--- src/rtl/serial_subtractor.sv ---
// serial_subtractor
//   Bit-serial WIDTH-bit subtractor computing a - b - bin, LSB first, one bit per clock.
//   A single full-subtractor cell feeds a registered borrow. The result is held until the
//   next accepted start.
//
//   Optional build macro: SERIAL_SUB_OVF_EN adds the registered signed-overflow flag 'ovf'.
//
// Ports:
//   clk        in   clock, rising edge
//   rst        in   synchronous active-high reset
//   start      in   request pulse, accepted only in IDLE
//   a, b       in   WIDTH-bit minuend / subtrahend, sampled on the accepting edge
//   bin        in   borrow-in, sampled on the accepting edge
//   busy       out  high while the bit loop runs
//   done       out  one-cycle pulse when diff/borrow_out are updated
//   diff       out  WIDTH-bit registered result
//   borrow_out out  registered final borrow
//   ovf        out  (SERIAL_SUB_OVF_EN only) signed overflow, held with diff

module serial_subtractor #(
    parameter int unsigned WIDTH = 8
) (
    input  logic             clk,
    input  logic             rst,
    input  logic             start,
    input  logic [WIDTH-1:0] a,
    input  logic [WIDTH-1:0] b,
    input  logic             bin,
    output logic             busy,
    output logic             done,
    output logic [WIDTH-1:0] diff,
    output logic             borrow_out
`ifdef SERIAL_SUB_OVF_EN
    ,
    output logic             ovf
`endif
);

    localparam int unsigned CntW = $clog2(WIDTH + 1);

    typedef enum logic [1:0] {
        StIdle,
        StRun,
        StDone
    } state_e;

    state_e           r_state;
    logic [WIDTH-1:0] r_a_sh;
    logic [WIDTH-1:0] r_b_sh;
    logic [WIDTH-1:0] r_res;
    logic             r_br;
    logic [CntW-1:0]  r_cnt;
    logic             r_busy;
    logic             r_done;
    logic [WIDTH-1:0] r_diff;
    logic             r_bout;
`ifdef SERIAL_SUB_OVF_EN
    logic             r_ovf;
`endif

    logic             w_a0;
    logic             w_b0;
    logic             w_d;
    logic             w_br_next;
    logic             w_last;
    logic [WIDTH-1:0] w_res_next;

    // Full-subtractor cell on the current LSBs.
    always_comb begin
        w_a0      = r_a_sh[0];
        w_b0      = r_b_sh[0];
        w_d       = w_a0 ^ w_b0 ^ r_br;
        w_br_next = (~w_a0 & w_b0) | (~(w_a0 ^ w_b0) & r_br);
        w_last    = (r_cnt == CntW'(WIDTH - 1));
    end

    // Result register with the new bit shifted in at the MSB; after WIDTH steps bit 0
    // holds the first (LSB) difference bit.
    generate
        if (WIDTH == 1) begin : g_res_w1
            assign w_res_next = w_d;
        end else begin : g_res_wn
            assign w_res_next = {w_d, r_res[WIDTH-1:1]};
        end
    endgenerate

    always_ff @(posedge clk) begin
        if (rst) begin
            r_state <= StIdle;
            r_a_sh  <= '0;
            r_b_sh  <= '0;
            r_res   <= '0;
            r_br    <= 1'b0;
            r_cnt   <= '0;
            r_busy  <= 1'b0;
            r_done  <= 1'b0;
            r_diff  <= '0;
            r_bout  <= 1'b0;
`ifdef SERIAL_SUB_OVF_EN
            r_ovf   <= 1'b0;
`endif
        end else begin
            case (r_state)
                StIdle: begin
                    r_done <= 1'b0;
                    if (start) begin
                        r_a_sh  <= a;
                        r_b_sh  <= b;
                        r_br    <= bin;
                        r_cnt   <= '0;
                        r_busy  <= 1'b1;
                        r_state <= StRun;
                    end
                end
                StRun: begin
                    r_a_sh <= r_a_sh >> 1;
                    r_b_sh <= r_b_sh >> 1;
                    r_br   <= w_br_next;
                    r_res  <= w_res_next;
                    r_cnt  <= r_cnt + CntW'(1);
                    if (w_last) begin
                        r_diff  <= w_res_next;
                        r_bout  <= w_br_next;
`ifdef SERIAL_SUB_OVF_EN
                        // Borrow into the MSB xor borrow out of the MSB.
                        r_ovf   <= r_br ^ w_br_next;
`endif
                        r_busy  <= 1'b0;
                        r_done  <= 1'b1;
                        r_state <= StDone;
                    end
                end
                StDone: begin
                    r_done  <= 1'b0;
                    r_state <= StIdle;
                end
                default: begin
                    r_busy  <= 1'b0;
                    r_done  <= 1'b0;
                    r_state <= StIdle;
                end
            endcase
        end
    end

    assign busy       = r_busy;
    assign done       = r_done;
    assign diff       = r_diff;
    assign borrow_out = r_bout;
`ifdef SERIAL_SUB_OVF_EN
    assign ovf        = r_ovf;
`endif

endmodule

--- config.mk ---
export PLATFORM = sky130hd
export DESIGN_NAME = serial_subtractor
export DESIGN_NICKNAME = d
export VERILOG_FILES = /design/src/rtl/serial_subtractor.sv
export SDC_FILE = /design/constraint.sdc
export NUM_CORES = 1
export LEC_CHECK = 0
export CAP_MARGIN = 5
export CORE_ASPECT_RATIO = 0.9
export CORE_MARGIN = 3
export CORE_UTILIZATION = 27
export CTS_CLUSTER_DIAMETER = 30
export DETAILED_ROUTE_END_ITERATION = 8
export PLACE_DENSITY = 0.5
export SKIP_LAST_GASP = 1
export SYNTH_ARGS = -nofsm -noshare
export SYNTH_HDL_FRONTEND = slang
export SYNTH_SLANG_ARGS = --single-unit
--- constraint.sdc ---
create_clock -name clk -period 1.5 [get_ports clk]
set_input_delay 0.225 -clock clk [delete_from_list [all_inputs] [get_ports clk]]
set_output_delay 0.225 -clock clk [all_outputs]
set_load 0.01 [all_outputs]
Word-level counts from Yosys, hierarchy flattened
Index checks and enable logic that the tools add are counted.
- flip-flop bits (word level): 42
- input bits: 20
- output and inout bits: 11
- word-level logic and storage cells: 46
- $add $sub $neg: 1
- equal/unequal tests: 5
- muxes and demuxes: 14
- bitwise operators: 9
- reductions and logical operators: 7
- operators by type and width (kind ; count):
    $pmux 8 s2 ; 2
    $mux 8 ; 2
    $pmux 4 s2 ; 1
    $reduce_and 2->1 ; 3
    $add 4x1->4 const B ; 1
    $eq 4x3->1 const B ; 1
    $mux 2 ; 2
    $mux 4 ; 1
    $ne 2x2->1 const B ; 2
    $not 1->1 ; 4
    $pmux 2 s2 ; 1
    $mux 1 ; 3
    $pmux 1 s3 ; 1
    $reduce_and 3->1 ; 1
    $and 1x1->1 ; 2
    $eq 2x1->1 const B ; 1
    $eq 2x2->1 const B ; 1
    $logic_not 2->1 ; 1
    $pmux 1 s2 ; 1
    $reduce_bool 2->1 ; 1
    $reduce_or 2->1 ; 1
    $xor 1x1->1 ; 2
    $or 1x1->1 ; 1

Depth between registers and ports, before layout
Gate-level depths: netlist (run 1).
- depth after elaboration: 5
- gate-level depth with buffers: 6
- mapped depth without buffers: 5

Least setup slack after synthesis (run 1)
Ideal clock, no wire load.
- path kind: flip-flop to flip-flop
- start: register r_cnt[0]
- end: register r_bout (netlist: borrow_out)
- arrival: 1.095 ns
- data required time: 1.409 ns
- slack: 0.314 ns
- stages on the path, launching flop included: 5
- path buffers: 1
- cell sequence: dfxtp_1 -> ha_1 -> and3b_1 -> buf_2 -> a311oi_1
- longest elaborated chain between the ends: 2
- RTL lines (element ; line ; source):
    from (decl) ; 52 ; logic [CntW-1:0] r_cnt;
    from (signal assigned) ; 120 ; r_cnt <= r_cnt + CntW'(1);
    $eq 4x3->1 ; 74 ; w_last = (r_cnt == CntW'(WIDTH - 1));
    $reduce_and 2->1 (no source line) ; - ;
    to (signal assigned) ; 123 ; r_bout <= w_br_next;
    to (decl) ; 56 ; logic r_bout;
No other way between the ends.
A chain may end at the register's enable or synchronous reset.

Worst setup path after layout (run 1)
- start: register r_bout (netlist: borrow_out)
- end: output port borrow_out
- RTL lines (element ; line ; source):
    to (decl) ; 32 ; output logic borrow_out
No word-level cell between the ends.

==> results of run 1 <==
## stage by stage
step | cell area [um2] | hold WS, ns | setup WS, ns | setup TNS [ns] | utilization
4_1_cts | 2326 | 0.4626 | 0.06829 | 0 | 0.3972
5_1_grt | 2328 | 0.4992 | 0.03680 | 0 | 0.3977
2_1_floorplan | 1685 | 0.3791 | 0.3144 | 0 | -
3_3_place_gp | 2192 | 0.4480 | -0.06999 | -0.4319 | 0.3744
6_report | 2328 | 0.4604 | 0.08814 | 0 | 0.3977
3_5_place_dp | 2192 | 0.4482 | -0.09115 | -0.5365 | 0.3744
## worst register-to-register path, cell delays in order, from the launching register on
cell	delay (ns)
sky130_fd_sc_hd__dfxtp_1	0.39
sky130_fd_sc_hd__ha_1	0.22
sky130_fd_sc_hd__and3b_2	0.29
sky130_fd_sc_hd__buf_12	0.14
sky130_fd_sc_hd__nand3_1	0.07
sky130_fd_sc_hd__a21oi_1	0.12
## cells in the mapped netlist (2+ instances only)
cell type / number / area [um2]
sky130_fd_sc_hd__nand2_1: 27 / 101.4
sky130_fd_sc_hd__o21ai_0: 12 / 60.06
sky130_fd_sc_hd__a21oi_1: 19 / 95.09
sky130_fd_sc_hd__buf_2: 7 / 35.03
sky130_fd_sc_hd__nor2b_1: 2 / 12.51
sky130_fd_sc_hd__a22o_1: 9 / 78.83
sky130_fd_sc_hd__a32o_1: 2 / 20.02
sky130_fd_sc_hd__buf_4: 3 / 22.52
sky130_fd_sc_hd__dfxtp_1: 41 / 820.8
sky130_fd_sc_hd__nor2_1: 7 / 26.28
sky130_fd_sc_hd__a221o_1: 3 / 30.03
sky130_fd_sc_hd__a22oi_1: 4 / 30.03
sky130_fd_sc_hd__clkbuf_1: 4 / 15.01
sky130_fd_sc_hd__o2bb2ai_1: 5 / 43.79
sky130_fd_sc_hd__nand3_1: 10 / 50.05
sky130_fd_sc_hd__a211oi_1: 4 / 30.03
sky130_fd_sc_hd__and3_1: 3 / 18.77
sky130_fd_sc_hd__inv_1: 7 / 26.28
## cell type report
class | count | area (um2)
Fill cell | 610 | 3527
Sequential cell | 41 | 822.0
Multi-Input combinational cell | 124 | 755.7
Timing Repair Buffer | 52 | 503.0
Tap cell | 70 | 87.58
Clock buffer | 5 | 68.82
Clock inverter | 3 | 65.06
Inverter | 7 | 26.28
## worst paths after layout
path                            depth (start not counted)  startpoint          to  slack [ns]
worst max-delay path                                    1  borrow_out  borrow_out        0.09
worst min-delay path                                    2    r_res[7]    r_res[6]        0.46
worst max register to register                          5    r_cnt[0]     diff[5]        0.20
worst min register to register                          2    r_res[7]    r_res[6]        0.46
## power by group through the flow
stage | clock network (mW) | registers (mW) | logic (mW)
floorplan | 0 | 1.19 | 0.207
global placement | 0 | 1.21 | 0.352
detailed placement | 0 | 1.20 | 0.351
CTS | 1.08 | 1.18 | 0.352
global route | 1.11 | 1.19 | 0.385
finish | 1.04 | 1.18 | 0.348
## cells in the final DEF, fill, tap and decap left out, drive strengths merged, types with 2 or more instances in the layout
master         synthesis  layout
a211oi                 4       4
dfxtp                 41      41
nor2b                  3       3
o2bb2ai                5       5
a221o                  3       3
and3                   3       3
a22oi                  4       4
nor2                   8       8
a21oi                 19      19
bufinv                 0       2
clkdlybuf4s50          0      30
buf                   11      22
a32o                   2       2
inv                    7       7
nand3                 10      10
clkbuf                 4       5
nand2                 27      27
a22o                   9       9
o21ai                 12      12
## per-layer routing
metal | wire length [um] | global-route usage | part of all wire | vias to the layer above
met4 | 51 | 0.04018 | 0.013 | 0
met1 | 2150 | 0.1836 | 0.54 | 682
met2 | 1710 | 0.1716 | 0.43 | 15
li1 | - | - | - | 759
met5 | 0 | 0 | 0 | -
met3 | 94 | 0.02738 | 0.023 | 5
## registers in the layout, summed over array words and instances, names as in the netlist
name,cells
busy,1
r_a_sh,8
r_br,1
r_res,7
done,1
r_cnt,4
r_state,2
r_b_sh,8
borrow_out,1
diff,8
## what timing repair did
item | 4_1_cts | 5_1_grt
endpoints found under the setup margin | 0 | 4
endpoints found under the hold margin | 0 | 0
gates resized for setup | 0 | 2
## cells by family after synthesis
| group | count (synthesis) | share of synthesized area |
|---|---|---|
| AO/OA/AOI/OAI | 65 | 0.2688 |
| AND/OR/NAND/NOR | 57 | 0.1596 |
| flip-flops | 41 | 0.4870 |
| buffers and inverters | 22 | 0.06533 |
| adder cells (fa/ha/maj) | 2 | 0.01930 |
==> results.json, run 1 <==
{
  "status": "complete, no violations",
  "post-layout-total-power_mw": 2.574,
  "cp_top_family": "buffers and inverters",
  "postSynthRegisterBits": 41,
  "final_wirelength_um": 4006,
  "worstPathMaxFanout": 2,
  "route.vias.total": 1461,
  "clock_path_buffers": 2,
  "drive_above_1_share": 0.1595,
  "clockPowerShare": 0.406,
  "grt_max_degree": 20,
  "num_io_pins": 31,
  "tritoncts": "built",
  "count_of_inserted_antenna_diode_cells": 0,
  "fin_crit_period_ns": 1.412,
  "setup-violations-final": 0,
  "syn-mean-instance-area_um2": 9.013,
  "post_drt_wl_per_cell_um": 13.26,
  "nNetsFinal": 253,
  "critical_path.cell_chain": "clkdlybuf4s50_1",
  "yosysSeqAreaShare": 0.4870,
  "drcViolationCount": 0,
  "start_util": 0.2878,
  "max_stage_delay_ns": 0.55,
  "synth.yosys.warnings": 0,
  "cp.buffers_inverters": 1,
  "detail-route-antenna-nets": 0,
  "clock_input_transition_at_the_sequential_cells_of_the_worst_setup_and_hold_paths_ns": 0.08,
  "dp.final_hpwl_um": 2933,
  "worstSetupStartpointType": "flip-flop",
  "clock-root-buffer": "sky130_fd_sc_hd__clkbuf_8",
  "max_freq_ghz": 0.7083,
  "via_per_inst": 4.838,
  "number_of_synthesized_flops_with_an_enable_pin": 0,
  "timing_worst_setup_path_type": "reg2out",
  "p_switching_uw": 587.7,
  "drt_iter0_markers": 113,
  "first_global_vias": 1365,
  "hold_path.class": "reg2reg",
  "finish.cell_count_without_fillers": 302,
  "core_um2": 5856,
  "swShare": 0.2283,
  "cellInternalPower_mw": 1.986,
  "vdd.ir_drop.worst_v": 0.0003957,
  "die_width_um": 89.28,
  "max_slew_margin": 0.7684,
  "globalRoute.totalOverflow": 0,
  "antenna_found_initial": 0,
  "drtPass1Iterations": 4,
  "critPathRequiredTime_ns": 1.27,
  "tritoncts.num_buffers": 5,
  "final_min_period_over_clock_period": 0.9412,
  "core.rowCount": 26,
  "timing_worst_slew_pin_value_ns": 0.3467,
  "finalHoldViolCount": 0,
  "cts_num_sinks": 41,
  "async_reset_ff_frac": 0,
  "comb_power_share": 0.135,
  "first_pass_grt_wire_length_um": 6824,
  "ys_dominant_reg_cell": "sky130_fd_sc_hd__dfxtp_1",
  "p_leak_nw": 0.8596,
  "die-area_um2": 7227,
  "cp_data_arrival_time_ns": 1.19,
  "synthesis.instances": 187,
  "cap_viol_max_count": 0,
  "power.density_cell_area_nw_per_um2": 1105,
  "worst_setup_path_end_kind": "primary output",
  "report.final.slew_viol_count": 0,
  "gp_routability_congestion": 0.7752,
  "ctsHtreeMaxLevel": 2,
  "synth_area_um2": 1685,
  "io_buffer_count": 30,
  "worst_skew_pair.late_latency_ns": 0.29,
  "growth_of_design_area_from_synthesis_to_finish_pct": 38.16,
  "post_cts.repair.setup_buffers": 0,
  "power.sequential.fraction": 0.459,
  "dpl.cell_count": 294,
  "die_height_um": 80.95,
  "final.setup_skew_ns": 0.008314,
  "post_synth_num_cell_types": 36,
  "aggregate_global_route_resource_usage": 0.1225,
  "cts.hold.buffers_added": 0,
  "critPathSlowestCell": "sky130_fd_sc_hd__clkdlybuf4s50_1",
  "syn_nets": 209,
  "rsz0062_at_grt": "false"
}
(Power assumes the default switching activity.)
==> inputs of run 2 (changes only) <==
RECOVER_POWER = 50   (was unset)
==> results.json, run 2 (synthesis gave the netlist of run 1 again) <==
{
  "final.setup_skew_ns": 0.008717,
  "worst_skew_pair.late_latency_ns": 0.29,
  "num_io_pins": 31,
  "detail-route-antenna-nets": 0,
  "fin_crit_period_ns": 1.412,
  "timing_worst_slew_pin_value_ns": 0.3527,
  "clock_path_buffers": 2,
  "cp_data_arrival_time_ns": 1.59,
  "die_width_um": 89.28,
  "final_core_utilization": 0.3949,
  "globalRoute.totalOverflow": 0,
  "timing.final.ws_setup_ns": 0.08849,
  "core.rowCount": 26,
  "io_buffer_count": 30,
  "gp_routability_congestion": 0.7752,
  "clock-root-buffer": "sky130_fd_sc_hd__clkbuf_8",
  "worst_setup_path_end_kind": "flip-flop",
  "final_min_period_over_clock_period": 0.9410,
  "report.final.slew_viol_count": 0,
  "core_um2": 5856,
  "clock_input_transition_at_the_sequential_cells_of_the_worst_setup_and_hold_paths_ns": 0.08,
  "critPathRequiredTime_ns": 1.68,
  "aggregate_global_route_resource_usage": 0.1225,
  "fillers": 613,
  "register_to_register_setup_slack_ns": 0.21,
  "multi_input_area_um2": 753.2,
  "hold_path_startpoint": "r_res[7]",
  "worstSetupStartpointType": "input port",
  "worstPathMaxFanout": 7,
  "via_per_inst": 4.891,
  "first_global_vias": 1365,
  "cts_num_sinks": 41,
  "max_stage_delay_ns": 0.58,
  "start_util": 0.2878,
  "critical_path.cell_chain": "dlygate4sd3_1 > nor2b_1 > clkbuf_2 > and3_1 > a221o_1",
  "p_leak_nw": 0.8494,
  "drtPass1Iterations": 4,
  "placed_cell_area_um2": 2192,
  "antenna_found_initial": 0,
  "r2r-start": "r_cnt[0]",
  "cap_viol_max_count": 0,
  "grt_max_degree": 20,
  "first_pass_grt_wire_length_um": 6824,
  "vdd.ir_drop.worst_v": 0.0003939,
  "layout.cells.most_common_list": "sky130_fd_sc_hd__dfxtp_1, sky130_fd_sc_hd__clkdlybuf4s50_1, sky130_fd_sc_hd__nand2_1, sky130_fd_sc_hd__a21oi_1, sky130_fd_sc_hd__buf_4",
  "dp.final_hpwl_um": 2933,
  "whs_endpoint": "r_res[6]",
  "hold_path.class": "reg2reg",
  "min_path_cells": 2,
  "timing_worst_setup_path_type": "in2reg",
  "finalHoldViolCount": 0,
  "ctsHtreeMaxLevel": 2,
  "critPathSlowestCell": "sky130_fd_sc_hd__dlygate4sd3_1",
  "r2r-end": "borrow_out",
  "drive_above_1_share": 0.1379,
  "final_design_area_no_fill_um2": 2312,
  "count_of_inserted_antenna_diode_cells": 0,
  "growth_of_design_area_from_synthesis_to_finish_pct": 37.19,
  "regArea_um2": 822.0,
  "die_height_um": 80.95,
  "status": "complete, no violations",
  "drt_iter0_markers": 110,
  "nNetsFinal": 253,
  "post_cts.repair.setup_buffers": 0,
  "rsz0062_at_grt": "false",
  "layout_commonest_cell": "sky130_fd_sc_hd__dfxtp_1",
  "tritoncts": "built",
  "tritoncts.num_buffers": 5,
  "route.vias.total": 1477,
  "die-area_um2": 7227,
  "max_slew_margin": 0.7644,
  "cp.buffers_inverters": 2,
  "final_wirelength_um": 4020,
  "drcViolationCount": 0,
  "setup-violations-final": 0,
  "max_freq_ghz": 0.7085,
  "rr_worst_depth": 4,
  "cp_top_family": "buffers and inverters",
  "post_drt_wl_per_cell_um": 13.31,
  "power.density_cell_area_nw_per_um2": 1110,
  "dpl_worst_slack_ns": -0.09115
}
## run 2: worst max path at each step
stage	start	to	slack [ns]	cells after the start
after floorplan	r_cnt[0]	borrow_out	0.31	4
after global placement	start	r_a_sh[5]	-0.07	5
after detailed placement	start	r_a_sh[5]	-0.09	5
after CTS	borrow_out	borrow_out	0.07	1
after global routing	r_cnt[0]	diff[5]	0.04	5
final	start	r_a_sh[5]	0.09	5
## run 2: power breakdown
group	internal, mW	switching (mW)	leakage (nW)
registers	1.14	0.0390	0.334
logic	0.176	0.164	0.447
clock network	0.661	0.384	0.0681
total	1.98	0.587	0.849
## run 2: layout make-up
type,instances,area share
clock inverter,3,0.02814
timing repair buffer,52,0.2116
sequential,41,0.3555
multi-input combinational,124,0.3258
clock buffer,5,0.02976
inverter,7,0.01136
tap,70,0.03788
## run 2: routing by layer
layer,GRT usage,share of wire,up-vias
met4,0.04018,0.013,0
met1,0.1836,0.53,687
met3,0.02738,0.032,5
met5,0,0,-
li1,-,-,761
met2,0.1716,0.43,24
## run 2: worst register-to-register path, delay by kind of cell (launching register included)
kind                       cells  cell delay (ns)
DFF                            1             0.38
adders and majority gates      1             0.22
AOI/OAI and AO/OA              2             0.32
and+or+nand+nor                1             0.29
## run 2: repair_timing
action                                  in CTS  in global routing
endpoints found under the setup margin       0                  4
hold buffers                                 0                  0
gates resized for setup                      0                  2
## run 2: stage by stage
| stage | total power [mW] | hold WS (ns) | cells | TNS [ns] |
|---|---|---|---|---|
| floorplan | 1.396 | 0.3791 | 187 | 0 |
| global route | 2.678 | 0.4992 | 302 | 0 |
| finish | 2.566 | 0.4647 | 302 | 0 |
| global placement | 1.559 | 0.4480 | 294 | -0.4319 |
| CTS | 2.608 | 0.4626 | 302 | 0 |
| detailed placement | 1.554 | 0.4482 | 294 | -0.5365 |
